==> config.mk <==
export PLATFORM = sky130hd
export DESIGN_NAME = pulse_channel_sweep
export DESIGN_NICKNAME = d
export VERILOG_FILES = /design/src/rtl/pulse_channel_sweep.sv
export SDC_FILE = /design/constraint.sdc
export NUM_CORES = 1
export LEC_CHECK = 0
export ABC_AREA = 1
export CAP_MARGIN = 15
export CELL_PAD_IN_SITES_DETAIL_PLACEMENT = 0
export CELL_PAD_IN_SITES_GLOBAL_PLACEMENT = 2
export CORE_MARGIN = 3
export CORE_UTILIZATION = 28
export CTS_CLUSTER_DIAMETER = 80
export CTS_CLUSTER_SIZE = 25
export DETAILED_ROUTE_END_ITERATION = 7
export PLACE_DENSITY_LB_ADDON = 0.1
export REMOVE_ABC_BUFFERS = 1
export SETUP_SLACK_MARGIN = 0.15
export SLEW_MARGIN = 30
export SYNTH_ARGS = -nofsm -noshare
export SYNTH_HDL_FRONTEND = slang
export SYNTH_SLANG_ARGS = --single-unit
==> constraint.sdc <==
create_clock -name clk -period 3.05 [get_ports clk]
set_input_delay 0.61 -clock clk [delete_from_list [all_inputs] [get_ports clk]]
set_output_delay 0.61 -clock clk [all_outputs]
set_load 0.005 [all_outputs]
==> src/rtl/pulse_channel_sweep.sv <==
// pulse_channel_sweep: square-wave tone voice with frequency sweep, length counter
// and volume envelope, driven by frame-sequencer tick enables.
module pulse_channel_sweep #(
   parameter int FREQ_W = 11,
   parameter int LEN_W  = 6,
   parameter int VOL_W  = 4
) (
   input  logic              clk,
   input  logic              reset,
   input  logic              tick_256,
   input  logic              tick_128,
   input  logic              tick_64,
   input  logic [FREQ_W-1:0] freq,
   input  logic [LEN_W-1:0]  length_load,
   input  logic              length_load_wr,
   input  logic [1:0]        duty_cycle,
   input  logic [VOL_W-1:0]  starting_volume,
   input  logic [2:0]        env_period,
   input  logic              env_add,
   input  logic [2:0]        sweep_period,
   input  logic              sweep_negate,
   input  logic [2:0]        sweep_shift,
   input  logic              length_enable,
   input  logic              trigger,
   output logic [VOL_W-1:0]  amplitude,
   output logic              active,
   output logic [FREQ_W-1:0] freq_out
);
   localparam logic [LEN_W:0] LEN_MAX = {1'b1, {LEN_W{1'b0}}};

   logic [FREQ_W+1:0] timer;
   logic [2:0]        step;
   logic [2:0]        env_timer;
   logic [FREQ_W-1:0] shadow;
   logic [VOL_W-1:0]  volume;
   logic [3:0]        sweep_timer;
   logic [3:0]        sweep_reload;
   logic              sweep_en;
   logic [LEN_W:0]    len_cnt;
   logic [FREQ_W:0]   trig_new;
   logic [FREQ_W:0]   step_new;
   logic              trig_ovf;
   logic              step_ovf;
   logic              dac_on;
   logic [7:0]        pattern;

   function automatic logic [FREQ_W:0] sweep_calc(input logic [FREQ_W-1:0] s, input logic [2:0] sh,
                                                  input logic neg);
      logic [FREQ_W:0] d;
      d = {1'b0, s >> sh};
      return neg ? {1'b0, s} - d : {1'b0, s} + d;
   endfunction

   assign trig_new     = sweep_calc(freq, sweep_shift, sweep_negate);
   assign step_new     = sweep_calc(shadow, sweep_shift, sweep_negate);
   assign trig_ovf     = !sweep_negate && trig_new[FREQ_W];
   assign step_ovf     = !sweep_negate && step_new[FREQ_W];
   assign dac_on       = (starting_volume != '0) || env_add;
   assign sweep_reload = (sweep_period == 3'd0) ? 4'd8 : {1'b0, sweep_period};
   assign pattern      = (duty_cycle == 2'd0) ? 8'b1000_0000 :
                         (duty_cycle == 2'd1) ? 8'b1000_0001 :
                         (duty_cycle == 2'd2) ? 8'b1110_0001 : 8'b0111_1110;
   assign amplitude    = (active && pattern[step]) ? volume : '0;
   assign freq_out     = shadow;

   // Reload value ((2^FREQ_W - s) << 2) - 1 is simply {~s, 2'b11}.
   always_ff @(posedge clk or posedge reset) begin
      if (reset) begin
         timer       <= '0;
         step        <= '0;
         env_timer   <= '0;
         shadow      <= '0;
         volume      <= '0;
         sweep_timer <= '0;
         sweep_en    <= 1'b0;
         len_cnt     <= '0;
         active      <= 1'b0;
      end else begin
         if (length_load_wr)
            len_cnt <= LEN_MAX - {1'b0, length_load};
         if (trigger && !dac_on) begin
            active <= 1'b0;
         end else if (trigger) begin
            active      <= !((sweep_shift != 3'd0) && trig_ovf);
            step        <= '0;
            timer       <= {~freq, 2'b11};
            shadow      <= freq;
            volume      <= starting_volume;
            env_timer   <= env_period;
            sweep_timer <= sweep_reload;
            sweep_en    <= (sweep_period != 3'd0) || (sweep_shift != 3'd0);
            if (!length_load_wr && len_cnt == '0)
               len_cnt <= LEN_MAX;
         end else begin
            if (active) begin
               if (timer == '0) begin
                  timer <= {~shadow, 2'b11};
                  step  <= step + 3'd1;
               end else
                  timer <= timer - 1'b1;
            end
            if (tick_256 && length_enable && !length_load_wr && len_cnt != '0) begin
               len_cnt <= len_cnt - 1'b1;
               if (len_cnt == {{LEN_W{1'b0}}, 1'b1})
                  active <= 1'b0;
            end
            if (tick_128 && active) begin
               if (sweep_timer <= 4'd1) begin
                  sweep_timer <= sweep_reload;
                  if (sweep_en && sweep_period != 3'd0) begin
                     if (step_ovf)
                        active <= 1'b0;
                     else if (sweep_shift != 3'd0)
                        shadow <= step_new[FREQ_W-1:0];
                  end
               end else
                  sweep_timer <= sweep_timer - 4'd1;
            end
            if (tick_64 && active && env_period != 3'd0) begin
               if (env_timer <= 3'd1) begin
                  env_timer <= env_period;
                  if (env_add && volume != {VOL_W{1'b1}})
                     volume <= volume + 1'b1;
                  else if (!env_add && volume != '0)
                     volume <= volume - 1'b1;
               end else
                  env_timer <= env_timer - 3'd1;
            end
         end
      end
   end
endmodule

**Word-level counts from Yosys, hierarchy flattened**

Index checks and enable logic that the tools add are counted.

- $add $sub $neg: 12
- Multiply operators: 0
- Divide/modulo/power cells: 0
- Order comparisons: 3
- Eq/ne operators: 5
- Shift operators: 2
- Muxes and demuxes: 45
- Bitwise operators: 3
- Reductions and logical operators: 48

Operators with widths:

| kind | number |
|---|---|
| 2-to-1 mux 11 bit | 6 |
| 2-to-1 mux 4 bit | 10 |
| 2-to-1 mux 13 bit | 3 |
| 2-to-1 mux 7 bit | 5 |
| adder 11 x 11 -> 12 bit | 2 |
| 2-to-1 mux 12 bit | 2 |
| 2-to-1 mux 8 bit | 3 |
| subtractor 11 x 11 -> 12 bit | 2 |
| inverter 11 bit | 2 |
| >> shifter 11 x 3 -> 11 bit | 2 |
| 2-to-1 mux 3 bit | 6 |
| nonzero test 2 bit | 8 |
| logical AND 1 bit | 15 |
| zero test 13 bit | 1 |
| subtractor 13 x 1 -> 13 bit, second input constant | 1 |
| nonzero test 3 bit | 4 |
| 2-to-1 mux 1 bit | 9 |
| AND reduction 2 bit | 4 |
| nonzero test 4 bit | 2 |
| subtractor 4 x 1 -> 4 bit, second input constant | 2 |
| equality test 7 x 1 -> 1 bit, second input constant | 1 |
| zero test 7 bit | 1 |
| nonzero test 7 bit | 1 |
| subtractor 7 x 1 -> 7 bit, second input constant | 1 |
| other kinds (20) | 25 |

- Bits in registers: 47
- Latch bits: 0
- Bits in writable memories: 0
- Memory bits (read-only): 0
- Input port bits: 42
- Output and inout port bits: 16
- Word-level logic and storage cells: 127
- Memories kept: 0

**Longest topological paths before layout**

- Depth after elaboration: 10
- Mapped depth: 28
- Mapped depth without buffers: 26

**Worst setup path after synthesis**

OpenSTA, ideal clock, no wires.

- Path kind: input to register
- Start point: in sweep_shift[2]
- End point: reg shadow[1] (netlist: freq_out[1])
- Setup time: 0.117 ns
- Arrival time: 3.229 ns
- Data required time: 2.933 ns
- Setup slack: -0.297 ns
- Cell stages on the path: 24
- Buffers on the path: 1
- Path through: nor2_1 > nand2_1 > nand2_1 > inv_1 > nand2_1 > inv_1 > ha_1 > nand3_1 > inv_1 > nand4_1 > nand2_1 > xor2_1 > inv_1 > ha_1 > nand2_1 > nor3_1 > nand3_1 > nand3_1 > nand3_1 > nand4_2 > nand3_2 > buf_6 > nand2_1 > nand2_1

- Word-level cells in the longest chain between the ends: 9
- Elaborated cells on any way between the ends: 15
- Classes of those cells: add/sub: 2; eq/ne: 1; shift: 1; mux: 7; reduce/logical: 4

RTL lines:

| element | RTL line | RTL |
|---|---|---|
| start: declaration | 22 | `input logic [2:0] sweep_shift,` |
| >> shifter 11 x 3 -> 11 bit | 50 | `d = {1'b0, s >> sh};` |
| adder 11 x 11 -> 12 bit or subtractor 11 x 11 -> 12 bit (tied branches) | 51 | `return neg ? {1'b0, s} - d : {1'b0, s} + d;` |
| 2-to-1 mux 12 bit | 51 |  |
| 2-to-1 mux 11 bit | 113 | `else if (sweep_shift != 3'd0)` |
| 2-to-1 mux 11 bit | 111 | `if (step_ovf)` |
| 2-to-1 mux 11 bit | 110 | `if (sweep_en && sweep_period != 3'd0) begin` |
| 2-to-1 mux 11 bit | 108 | `if (sweep_timer <= 4'd1) begin` |
| 2-to-1 mux 11 bit | 107 | `if (tick_128 && active) begin` |
| 2-to-1 mux 11 bit | 83 | `end else if (trigger) begin` |
| end signal: assignment | 87 | `shadow <= freq;` |
| end signal: assignment | 114 | `shadow <= step_new[FREQ_W-1:0];` |
| end: declaration | 34 | `logic [FREQ_W-1:0] shadow;` |

Parallel ways exist; a longest one is shown, timed or not. The select of a mux whose other input is x is not followed.
A chain may end at the register's enable or synchronous reset.

**Worst setup path in the final report**

- Start point: in sweep_shift[0]
- End point: reg shadow[10] (netlist: freq_out[10])

The elaborated chain is that of the path after synthesis.

==> impl_metrics.env <==
export IMPL_post_route_period_util_pct=105.7
export IMPL_clockBufferDepth=2
export IMPL_ir_drop_uv=461.8
export IMPL_num_rows=48
export IMPL_grt_usage_pct=19.12
export IMPL_dieHeight_um=141.2
export IMPL_dp_hpwl_mm=14.99
export IMPL_holdWs_ns=0.5162
export IMPL_fmax_ghz=0.3103
export IMPL_r2r_cells=23
export IMPL_routed_wirelength_mm=19.33
export IMPL_use_met2_pct=31.55
export IMPL_clock_sinks=47
export IMPL_finalSetupViolCount=12
export IMPL_fin_worst_skew_ns=0.003325
export IMPL_path_clk_slew_ns=0.07
export IMPL_final_common_cell="nand2_1"
export IMPL_hold_end="timer[1]"
export IMPL_nets=1123
export IMPL_post_synth_cell_area_avg_um2=6.346
export IMPL_worstPathArrival_ns=3.40
export IMPL_h_tree_depth=2
export IMPL_violations="negative setup slack"
export IMPL_area_growth_pct=55.85
export IMPL_dp_cells=1221
export IMPL_drv_cap=0
export IMPL_cts_tree="built"
export IMPL_yosysWarnings=0
export IMPL_drt_iter0_drc=355
export IMPL_place_ws_ns=-1.104
export IMPL_dieArea_um2=19950
export IMPL_grt_pass1_wl_mm=31.03
export IMPL_drc_errors=0
export IMPL_max_slew_worst_pin_slew_ns=0.6507
export IMPL_antenna_found_initial=0
export IMPL_drv_slew=0
export IMPL_final_cells=1267
export IMPL_end_kind="register"
export IMPL_synthArstFlopShare_pct=100.0
export IMPL_synth_ff_type="dfrtp_1"
export IMPL_die_x_um=141.2
export IMPL_grt_pass1_vias=6047
export IMPL_ys_types=47
export IMPL_regToRegSetupSlack_ns=-0.11
export IMPL_grt_busiest_layer="met2"
export IMPL_hold_depth=2
export IMPL_worst_slack_ns=-0.1730
export IMPL_powerDensity_nw_per_um2=653.1
export IMPL_grt_max_degree=29
export IMPL_io_pins=58
export IMPL_crit_required_ns=3.23
export IMPL_regArea_um2=1176
export IMPL_min_period_ns=3.223
export IMPL_startpoint_type="input pin"
export IMPL_postCtsHoldBufs=0
export IMPL_cts_buffers=5
export IMPL_diodes=0
export IMPL_syn_area_um2=5121
export IMPL_critPathMaxFanout=6
export IMPL_ctsRootBufferMaster="clkbuf_16"
export IMPL_timing_rr_end="freq_out[10]"
export IMPL_use_met3_pct=2.273
export IMPL_vias=6231
export IMPL_gp_congestion=0.8623
export IMPL_p_total_uw=5213
export IMPL_p_leak_uw=0.003985
export IMPL_first_pass_iters=5
export IMPL_final_cell_mix="nand2_1, buf_4, inv_1"
export IMPL_grt_use_met1_pct=27.66
export IMPL_wl_per_cell_um=15.26
export IMPL_min_path_type="register to register"
export IMPL_synthCells=807
export IMPL_fin_setup_tns_ns=-1.800
export IMPL_max_slew_margin_pct=56.14
export IMPL_critical_path_class="input pin to register"
export IMPL_port_buffers=57
export IMPL_ys_ff_latch=47
export IMPL_grt_remaining_overflow=0
export IMPL_r2r_start="freq_out[2]"
export IMPL_multi_input_area_um2=3916
export IMPL_drive_above_1_share_pct=32.05
export IMPL_synth_enable_flop_cells=0
export IMPL_outcome="finished, violations left"
export IMPL_viasPerCell=4.918
export IMPL_initial_core_util_pct=29.10
export IMPL_clkLatencyLatePin_ns=0.29
export IMPL_ant_nets=0
export IMPL_synth_seq_area_share_pct=22.97
export IMPL_final_hold_viol_count=0
export IMPL_holdCritStartpoint="timer[1]"
export IMPL_core_um2=17600
export IMPL_rsz0062_at_grt="yes"
export IMPL_nFillCells=1818
## where the power goes
part	leakage [µW]	internal [µW]	switching (µW)
clock	0.0000669	303	247
combinational	0.00336	1810	1880
sequential	0.000563	789	183
## cells in the mapped netlist (2+ instances only)
library cell | number | area share (%)
xnor2_1 | 10 | 1.7
or2_2 | 4 | 0.49
buf_4 | 2 | 0.29
buf_2 | 3 | 0.29
fa_1 | 2 | 0.78
buf_1 | 2 | 0.15
nand2_2 | 5 | 0.61
nand3_2 | 2 | 0.39
o22ai_1 | 3 | 0.37
nor2_1 | 64 | 4.7
o21bai_1 | 2 | 0.29
xor2_1 | 20 | 3.4
o221ai_1 | 5 | 0.86
nor2_2 | 2 | 0.24
o21ai_1 | 4 | 0.39
a31oi_1 | 7 | 0.86
buf_6 | 2 | 0.44
nand4_1 | 20 | 2.4
inv_1 | 102 | 7.5
ha_1 | 38 | 9.3
nor3_1 | 10 | 0.98
o21a_1 | 3 | 0.44
inv_2 | 3 | 0.22
dfrtp_1 | 47 | 23
clkbuf_1 | 13 | 0.95
nand2_1 | 217 | 16
o211ai_1 | 13 | 1.9
a21oi_1 | 34 | 3.3
nand3_1 | 68 | 6.6
o21ai_0 | 83 | 8.1
## worst max-delay path, stage by stage
cell      delay, ns
buf_12         0.12
buf_8          0.13
nand2_2        0.06
nand2_2        0.04
nand2_1        0.07
o21ai_2        0.06
inv_1          0.06
nand2_2        0.07
buf_6          0.12
nor3_4         0.18
inv_1          0.07
o21ai_2        0.12
buf_4          0.12
xor2_1         0.14
inv_1          0.09
ha_4           0.18
a21oi_4        0.15
o21bai_1       0.11
a21oi_2        0.18
nand3_4        0.10
nand3_4        0.11
nand4_4        0.16
buf_6          0.18
nand4_1        0.08
nand2_1        0.06
## area by class of cell
cell class	count	share of cell area, %
Sequential cell	47	14.74
Inverter	106	5.079
Timing Repair Buffer	248	25.82
Tap cell	225	3.527
Clock buffer	6	1.615
Clock inverter	2	0.1568
Multi-Input combinational cell	633	49.07
## registers in the layout, indices dropped and copies added (netlist names)
name,flops
freq_out,11
timer,13
step,3
env_timer,3
len_cnt,7
active,1
sweep_timer,4
sweep_en,1
volume,4
## how the worst max path moves through the flow
stage	cells after the start	from	slack, ns	to
6_report	25	sweep_shift[0]	-0.17	freq_out[10]
5_1_grt	25	sweep_shift[0]	-0.39	freq_out[10]
4_1_cts	26	sweep_shift[0]	-0.21	freq_out[9]
3_5_place_dp	26	sweep_shift[0]	-1.10	freq_out[9]
3_3_place_gp	23	sweep_shift[0]	-1.12	freq_out[8]
2_1_floorplan	23	sweep_shift[2]	-0.50	freq_out[0]
## through the flow
step                cell area, µm²  utilization (%)
finish                        7981            45.36
global route                  7981            45.36
CTS                           7615            43.27
detailed placement            7033            39.97
global placement              7033            39.97
floorplan                     5012                -
## cell families (layout without fill, tap and decap cells)
| kind of cell | Yosys count | after routing | synth area share [%] |
|---|---|---|---|
| simple gates | 398 | 399 | 33.57 |
| compound gates | 164 | 164 | 18.37 |
| xor+xnor | 30 | 30 | 5.131 |
| buf+inv | 128 | 362 | 9.895 |
| fa+ha+maj | 40 | 40 | 10.07 |
| flops | 47 | 47 | 22.97 |
## repair_timing
item | CTS | global route
pin swaps | 56 | 55
cloned | 3 | 0
setup endpoints to repair | 16 | 16
gates resized for setup | 124 | 92
buffers inserted | 25 | 10
## layer usage
metal / up-vias / share of wire, %
met5: - / 0
met4: 0 / 0.61
met3: 13 / 4.6
met2: 149 / 47
met1: 2898 / 48
li1: 3171 / -
Note: power is estimated with default switching activity, not from simulation.
